### src/rtl/sdram_read_arbiter.sv
// Arbitrates the single SDRAM read port between the video fetch path and the ROM/asset path.
// Video has priority, bounded by a streak limit; a watchdog aborts bursts whose beats stop arriving.
module sdram_read_arbiter #(
  parameter int VIDEO_BURST_LEN  = 8,
  parameter int ROM_BURST_LEN    = 1,
  parameter int MAX_VIDEO_STREAK = 4,
  parameter int TIMEOUT_CYCLES   = 1023
) (
  input  logic        clk_sys_99_287,
  input  logic        reset_n,

  input  logic        vid_req,
  input  logic [24:0] vid_addr,
  output logic        vid_ack,
  output logic        vid_valid,
  output logic [15:0] vid_data,
  output logic        vid_done,

  input  logic        rom_req,
  input  logic [24:0] rom_addr,
  output logic        rom_ack,
  output logic        rom_valid,
  output logic [15:0] rom_data,
  output logic        rom_done,

  output logic        sd_rd,
  output logic [24:0] sd_rd_addr,
  input  logic        sd_data_available,
  input  logic [15:0] sd_out,
  output logic        sd_end_burst,
  output logic        timeout_err
);

  localparam int MAX_LEN = (VIDEO_BURST_LEN > ROM_BURST_LEN) ? VIDEO_BURST_LEN : ROM_BURST_LEN;
  localparam int CNT_W   = $clog2(MAX_LEN + 1);
  localparam int WD_W    = $clog2(TIMEOUT_CYCLES + 1);

  localparam logic [CNT_W-1:0] VID_LEN      = CNT_W'(VIDEO_BURST_LEN);
  localparam logic [CNT_W-1:0] ROM_LEN      = CNT_W'(ROM_BURST_LEN);
  localparam logic [WD_W-1:0]  WD_LIMIT     = WD_W'(TIMEOUT_CYCLES);
  localparam logic [3:0]       STREAK_LIMIT = 4'(MAX_VIDEO_STREAK);

  typedef enum logic [1:0] {
    S_IDLE  = 2'd0,
    S_ISSUE = 2'd1,
    S_DATA  = 2'd2,
    S_END   = 2'd3
  } state_t;

  state_t           r_state;
  logic             r_owner_rom;
  logic [3:0]       r_streak;
  logic [CNT_W-1:0] r_beat_cnt;
  logic [WD_W-1:0]  r_wd_cnt;

  logic             r_sd_rd;
  logic [24:0]      r_sd_rd_addr;
  logic             r_sd_end_burst;
  logic             r_timeout_err;
  logic             r_vid_ack;
  logic             r_vid_valid;
  logic [15:0]      r_vid_data;
  logic             r_vid_done;
  logic             r_rom_ack;
  logic             r_rom_valid;
  logic [15:0]      r_rom_data;
  logic             r_rom_done;

  logic             w_any_req;
  logic             w_grant_rom;
  logic [CNT_W-1:0] w_burst_len;
  logic [CNT_W-1:0] w_beat_inc;
  logic [WD_W-1:0]  w_wd_inc;

  function automatic logic [3:0] streak_sat_inc(input logic [3:0] s);
    return (s == 4'hF) ? s : s + 4'd1;
  endfunction

  // ROM only wins over a pending video request once video has used up its streak allowance.
  assign w_any_req   = vid_req | rom_req;
  assign w_grant_rom = rom_req & (~vid_req | (r_streak == STREAK_LIMIT));
  assign w_burst_len = r_owner_rom ? ROM_LEN : VID_LEN;
  assign w_beat_inc  = r_beat_cnt + CNT_W'(1);
  assign w_wd_inc    = r_wd_cnt + WD_W'(1);

  always_ff @(posedge clk_sys_99_287 or negedge reset_n) begin
    if (!reset_n) begin
      r_state        <= S_IDLE;
      r_owner_rom    <= 1'b0;
      r_streak       <= 4'd0;
      r_beat_cnt     <= '0;
      r_wd_cnt       <= '0;
      r_sd_rd        <= 1'b0;
      r_sd_rd_addr   <= 25'd0;
      r_sd_end_burst <= 1'b0;
      r_timeout_err  <= 1'b0;
      r_vid_ack      <= 1'b0;
      r_vid_valid    <= 1'b0;
      r_vid_data     <= 16'd0;
      r_vid_done     <= 1'b0;
      r_rom_ack      <= 1'b0;
      r_rom_valid    <= 1'b0;
      r_rom_data     <= 16'd0;
      r_rom_done     <= 1'b0;
    end else begin
      r_sd_rd        <= 1'b0;
      r_sd_end_burst <= 1'b0;
      r_vid_ack      <= 1'b0;
      r_vid_valid    <= 1'b0;
      r_vid_done     <= 1'b0;
      r_rom_ack      <= 1'b0;
      r_rom_valid    <= 1'b0;
      r_rom_done     <= 1'b0;

      case (r_state)
        S_IDLE: begin
          if (w_any_req) begin
            r_owner_rom  <= w_grant_rom;
            r_sd_rd_addr <= w_grant_rom ? rom_addr : vid_addr;
            r_sd_rd      <= 1'b1;
            r_vid_ack    <= ~w_grant_rom;
            r_rom_ack    <= w_grant_rom;
            if (w_grant_rom || !rom_req) begin
              r_streak <= 4'd0;
            end else begin
              r_streak <= streak_sat_inc(r_streak);
            end
            r_state <= S_ISSUE;
          end
        end

        S_ISSUE: begin
          r_beat_cnt <= '0;
          r_wd_cnt   <= '0;
          r_state    <= S_DATA;
        end

        S_DATA: begin
          if (sd_data_available) begin
            if (r_owner_rom) begin
              r_rom_data  <= sd_out;
              r_rom_valid <= 1'b1;
            end else begin
              r_vid_data  <= sd_out;
              r_vid_valid <= 1'b1;
            end
            r_beat_cnt <= w_beat_inc;
            r_wd_cnt   <= '0;
            if (w_beat_inc == w_burst_len) begin
              r_sd_end_burst <= 1'b1;
              r_vid_done     <= ~r_owner_rom;
              r_rom_done     <= r_owner_rom;
              r_state        <= S_END;
            end
          end else begin
            r_wd_cnt <= w_wd_inc;
            // Silent controller: abort so the port is not held forever.
            if (w_wd_inc == WD_LIMIT) begin
              r_timeout_err  <= 1'b1;
              r_sd_end_burst <= 1'b1;
              r_vid_done     <= ~r_owner_rom;
              r_rom_done     <= r_owner_rom;
              r_state        <= S_END;
            end
          end
        end

        S_END: begin
          r_state <= S_IDLE;
        end

        default: begin
          r_state <= S_IDLE;
        end
      endcase
    end
  end

  assign sd_rd        = r_sd_rd;
  assign sd_rd_addr   = r_sd_rd_addr;
  assign sd_end_burst = r_sd_end_burst;
  assign timeout_err  = r_timeout_err;
  assign vid_ack      = r_vid_ack;
  assign vid_valid    = r_vid_valid;
  assign vid_data     = r_vid_data;
  assign vid_done     = r_vid_done;
  assign rom_ack      = r_rom_ack;
  assign rom_valid    = r_rom_valid;
  assign rom_data     = r_rom_data;
  assign rom_done     = r_rom_done;

endmodule

### config.mk
export PLATFORM = sky130hd
export DESIGN_NAME = sdram_read_arbiter
export DESIGN_NICKNAME = d
export VERILOG_FILES = /design/src/rtl/sdram_read_arbiter.sv
export SDC_FILE = /design/constraint.sdc
export NUM_CORES = 1
export LEC_CHECK = 0
export CAP_MARGIN = 5
export CORE_UTILIZATION = 30
export DETAILED_ROUTE_END_ITERATION = 12
export GPL_ROUTABILITY_DRIVEN = 0
export SYNTH_ARGS = -nofsm -noshare
export SYNTH_HDL_FRONTEND = slang
export SYNTH_SLANG_ARGS = --single-unit
### constraint.sdc
create_clock -name clk_sys_99_287 -period 2.4 [get_ports clk_sys_99_287]
set_input_delay 0.48 -clock clk_sys_99_287 [delete_from_list [all_inputs] [get_ports clk_sys_99_287]]
set_output_delay 0.48 -clock clk_sys_99_287 [all_outputs]
set_load 0.01 [all_outputs]
* Yosys cells after proc, flatten, opt, wreduce, memory -nomap -nowiden
Index checks and enable logic that the tools add are counted.
Operators by class: add/sub/neg operators 3, equality and inequality tests 12, multiplexer cells 37, bitwise gates (word level) 7, reduce and logical (&&, ||, !) cells 11
Operator list (count):
- 25-bit two-way mux | 1
- 1-bit two-way mux | 24
- 10-bit case mux with 2 select lines | 1
- 4-bit two-way mux | 4
- 3-bit AND reduction | 5
- 10-bit by 1-bit adder with 10-bit output (second input constant) | 1
- 10-bit equality test (second input constant) | 1
- 10-bit two-way mux | 1
- 4-bit by 1-bit adder with 4-bit output (second input constant) | 2
- 2-bit two-way mux | 4
- 2-bit case mux with 4 select lines | 1
- 4-bit case mux with 2 select lines | 1
- 2-bit != test (second input constant) | 3
- 3-bit != test (second input constant) | 2
- 2-bit equality test (second input constant) | 2
- 4-bit by 3-bit equality test with 1-bit output (second input constant) | 1
- 4-bit equality test | 1
- 4-bit equality test (second input constant) | 1
- 1-bit NOT | 4
- 2-bit AND reduction | 2
- 2-bit by 1-bit equality test with 1-bit output (second input constant) | 1
- 2-bit zero test | 1
- 1-bit bitwise OR | 2
- 2-bit nonzero test | 1
- other kinds (3) | 3
Word-level totals: bits in registers 87, input port bits 71, output and inout port bits 66, word-level logic and storage cells 87

* Depth between registers and ports, before layout
depth in word-level cells 6, depth in mapped cells 8, depth with buffers taken out 7

* Least setup slack after synthesis
No wires, ideal clock.
kind reg-to-reg, from register r_state[0], to register r_wd_cnt[7], library setup time 0.064 ns, arrival time 1.887 ns, required time 2.336 ns, slack 0.449 ns, cell stages (with the launch flop) 8, buffers on the path 1, cells stage by stage dfrtp_1 > inv_1 > ha_1 > clkbuf_1 > inv_1 > or4_2 > a21oi_1 > a21o_1
On the way: longest elaborated chain between the ends 2, elaborated cells on any way between the ends 4, classes of those cells eq/ne: 2; mux: 1; reduce/logical: 1
Ends and longest elaborated chain:
- start: declaration | RTL line 50 | state_t r_state;
- start signal: assignment | RTL line 88 | r_state <= S_IDLE;
- start signal: assignment | RTL line 128 | r_state <= S_ISSUE;
- start signal: assignment | RTL line 135 | r_state <= S_DATA;
- 2-bit equality test / 2-bit by 1-bit equality test with 1-bit output (equally long branches) | RTL line 115 | case (r_state)
- 10-bit case mux with 2 select lines / 2-bit nonzero test (equally long branches)
- end signal: assignment | RTL line 156 | r_wd_cnt <= w_wd_inc;
- end: declaration | RTL line 54 | logic [WD_W-1:0] r_wd_cnt;
Parallel ways exist; a longest one is shown, timed or not. A chain may end at the register's enable or synchronous reset.

* Worst setup path in the final report
from register r_beat_cnt[0], to register r_state[0]
On the way: longest elaborated chain between the ends 4
Ends and longest elaborated chain:
- start: declaration | RTL line 53 | logic [CNT_W-1:0] r_beat_cnt;
- start signal: assignment | RTL line 147 | r_beat_cnt <= w_beat_inc;
- 4-bit by 1-bit adder with 4-bit output | RTL line 83 | assign w_beat_inc = r_beat_cnt + CNT_W'(1);
- 4-bit equality test | RTL line 149 | if (w_beat_inc == w_burst_len) begin
- 3-bit != test (no source line)
- 3-bit AND reduction (no source line)
- end signal: assignment | RTL line 88
- end signal: assignment | RTL line 153 | r_state <= S_END;
- end signal: assignment | RTL line 163 | r_state <= S_END;
Every way passes these cells.

==> results.md <==
* Element type at the critical path end: flip-flop
* Number of iterations in the first detailed-routing pass at 5
* Cells along the critical path: ha_1 -> nor2b_1 -> o2111a_1 -> o31ai_4 -> and4bb_1 -> o32a_1
* Count of flip-flops with a built-in enable after synthesis at 0
* Synthesis-stage register bit count at 87
* Vert. Die Dim at 118 um
* Total setup buffers inserted after CTS at 0
* Worst max-slew margin expressed relative to the limit at 64.1%
* Kind of start point of the critical path: flip-flop
* Number of diodes added for antenna fixing at 0
* DRC violations left at 0
* LEAKAGE at 2.56 nW
* Clock-pin slew of the registers on the worst-case setup and hold paths at 60 ps
* WL per Instance at 15.3 um
* Nets in the synthesized netlist at 423
* CTS Root Cell: sky130_fd_sc_hd__clkbuf_16
* Crit share post-route at 87.6%
* Signed area change from the synthesized netlist to the final layout at 47.8%
* Most used cells in the layout excluding fill and tap cells: 135 x sky130_fd_sc_hd__clkdlybuf4s50_1, 87 x sky130_fd_sc_hd__dfrtp_1, 37 x sky130_fd_sc_hd__o21ai_0
* Final total negative setup slack at 0 ps
* Cell type of the slowest stage on the worst timing path: sky130_fd_sc_hd__dfrtp_1
* Mean number of vias per cell at 4.75
* Final setup violation count at 0
* Wire length of the first global-routing pass at 16.9 mm
* Floorplan row count at 41
* Clk_lat worst skew at 330 ps
* Remaining antenna violation count at 0
* Run status: finished, final reports clean
* I/O pin count at 137
* Via count of the first global-routing pass at 3259
* Setup Slack @ Placement at 236 ps
* Maximum fanout encountered on the critical timing path at 8
* Post-cts hold buffer count at 0
* Number of warnings issued by yosys at 0
* RSZ-0062 raised after global routing: no
* Number of antenna violations at the first check in global routing at 0
* Detailed Place HPWL at 7.31 mm
* Peak VDD IR at 0.507 mV
* Layout Skew at 5.30 ps
* Time the worst path needs with I/O delays and setup at 2100 ps
* Overall via count from detail_route at 3142
* Critical path data required time at 2620 ps
* Stage delay of the slowest cell on the critical path at 470 ps
* Total congestion overflow after global routing at 0
* Min-delay worst type: input port to async pin
* Maximum root-to-sink buffer count at 2
* Iter 0 DRT Violations at 177
* Area occupied by registers at 2180 um^2
* Global router's overall resource usage at 15.4%
* Worst-margin pin slew at 536 ps
* Resize count post-CTS at 0
* Share of synthesized area occupied by flip-flops and latches at 54.4%
* Worst-case setup margin in the final layout at 297 ps
* Post-Synthesis Cell Area at 4000 um^2
* Filler Cells Inserted at 1180
* CTS H-tree lvls at 3
* PD cells at 1120 nW/um^2
* NumNets Final at 566
* Horiz. Die Dim at 118 um
* Leading register cell type out of synthesis: sky130_fd_sc_hd__dfrtp_1
* Overall die area at 13800 um^2
* Clock sink count at 87
* Worst EP arrival at 2320 ps
* Post-synthesis average cell area at 11.6 um^2
* Core area at 12800 um^2
* TritonCTS clock tree: yes
* Share of layout cells above drive strength 1 at 15.3%
* Initial Util at 31.2%
* Type of the worst setup path: flip-flop to flip-flop
* CTS buffer count at 9
* Synth Instances at 344
* Maxcap violations at 0
* Largest net degree at the start of global routing at 42
* Synth async-reset ratio at 100%
* Total count of max-transition violations in the final report at 0
* Overall routed net length at 10.1 mm
* Hold Fails Final Rpt at 0
* Highest clock frequency the design can meet at 475 MHz
* Flop2flop setup slack at 300 ps
* Count of different cell masters after synthesis at 53
* Total area of multi-input combinational cells at 1680 um^2
* Quantity of I/O buffers inserted on ports at 136
* Most frequent standard cell in the layout excluding fill and tap cells: sky130_fd_sc_hd__clkdlybuf4s50_1
==> cells by family after synthesis <==
kind of cell,share of synthesized area [%]
AO/OA/AOI/OAI,12.5
AND/OR/NAND/NOR,10.8
multiplexers,14.3
buffers and inverters,3.81
XOR/XNOR,1.75
adder cells (fa/ha/maj),2.50
flip-flops,54.4
==> Yosys cell counts, types with 2 or more instances <==
cell	count	area [um^2]
sky130_fd_sc_hd__a21boi_0	2	15.0
sky130_fd_sc_hd__a21o_1	3	22.5
sky130_fd_sc_hd__a21oi_1	3	15.0
sky130_fd_sc_hd__a222oi_1	7	70.1
sky130_fd_sc_hd__a31oi_1	3	18.8
sky130_fd_sc_hd__and2_1	3	18.8
sky130_fd_sc_hd__and3_1	2	12.5
sky130_fd_sc_hd__and3_2	2	15.0
sky130_fd_sc_hd__buf_2	5	25.0
sky130_fd_sc_hd__buf_6	2	22.5
sky130_fd_sc_hd__clkbuf_1	8	30.0
sky130_fd_sc_hd__dfrtp_1	87	2180
sky130_fd_sc_hd__ha_1	8	100
sky130_fd_sc_hd__inv_1	17	63.8
sky130_fd_sc_hd__mux2_2	34	383
sky130_fd_sc_hd__mux2i_1	19	190
sky130_fd_sc_hd__nand2_1	34	128
sky130_fd_sc_hd__nand2b_1	6	37.5
sky130_fd_sc_hd__nand3_1	11	55.1
sky130_fd_sc_hd__nand4_1	3	18.8
sky130_fd_sc_hd__nor2_1	7	26.3
sky130_fd_sc_hd__nor4_1	2	12.5
sky130_fd_sc_hd__o21ai_0	38	190
sky130_fd_sc_hd__o31ai_1	3	22.5
sky130_fd_sc_hd__xnor2_1	4	35.0
sky130_fd_sc_hd__xor2_1	4	35.0
==> worst paths after layout <==
path	start	end	cells after the start
hold reg to reg	sd_rd_addr[6]	sd_rd_addr[6]	2
setup reg to reg	r_beat_cnt[0]	r_state[0]	6
hold / removal	reset_n	vid_done	1
max in group asynchronous	reset_n	r_wd_cnt[2]	2
setup / recovery	r_beat_cnt[0]	r_state[0]	6
min in group clk_sys_99_287	sd_rd_addr[6]	sd_rd_addr[6]	2
==> critical path, delay by kind of cell (launching register included) <==
| kind | cells | cell delay, ps |
|---|---|---|
| AOI/OAI and AO/OA | 3 | 780 |
| DFF | 1 | 470 |
| adders and majority gates | 1 | 390 |
| and+or+nand+nor | 2 | 340 |
==> registers in the layout (all words and copies together), names as in the netlist, 2 cells and up <==
register and cells:
sd_rd_addr 25, rom_data 16, vid_data 16, r_wd_cnt 10, r_beat_cnt 4, r_streak 4, r_state 2
==> metal layers <==
metal / global-route usage [%] / vias up / wire length, um
li1: - / 1518 / -
met1: 19.0 / 1516 / 4470
met2: 26.0 / 97 / 4900
met3: 4.31 / 11 / 643
met4: 4.81 / 0 / 122
met5: 0 / - / 0
==> metrics by stage <==
stage / util, % / hold WS, ps / power (mW) / area (um^2) / cells
floorplan: - / 184 / 3.66 / 4000 / 344
global placement: 43.7 / 463 / 5.14 / 5610 / 648
detailed placement: 43.7 / 457 / 5.21 / 5610 / 648
CTS: 46.1 / 147 / 6.72 / 5910 / 662
global route: 46.1 / 169 / 7.08 / 5910 / 662
finish: 46.1 / 121 / 6.64 / 5910 / 662
==> cell type report <==
cell class	count	area share (%)
Clock buffer	9	3.81
Clock inverter	5	1.42
Inverter	17	1.08
Multi-Input combinational cell	223	28.4
Sequential cell	87	36.8
Tap cell	172	3.64
Timing Repair Buffer	149	24.8
==> report_power, final <==
part	leakage [nW]	switching, mW	total, mW	internal (mW)
sequential	1.10	0.332	2.37	2.03
combinational	1.31	1.22	2.79	1.57
clock	0.144	0.575	1.48	0.904
total	2.56	2.13	6.64	4.51
Note: power is estimated with default switching activity, not from simulation.
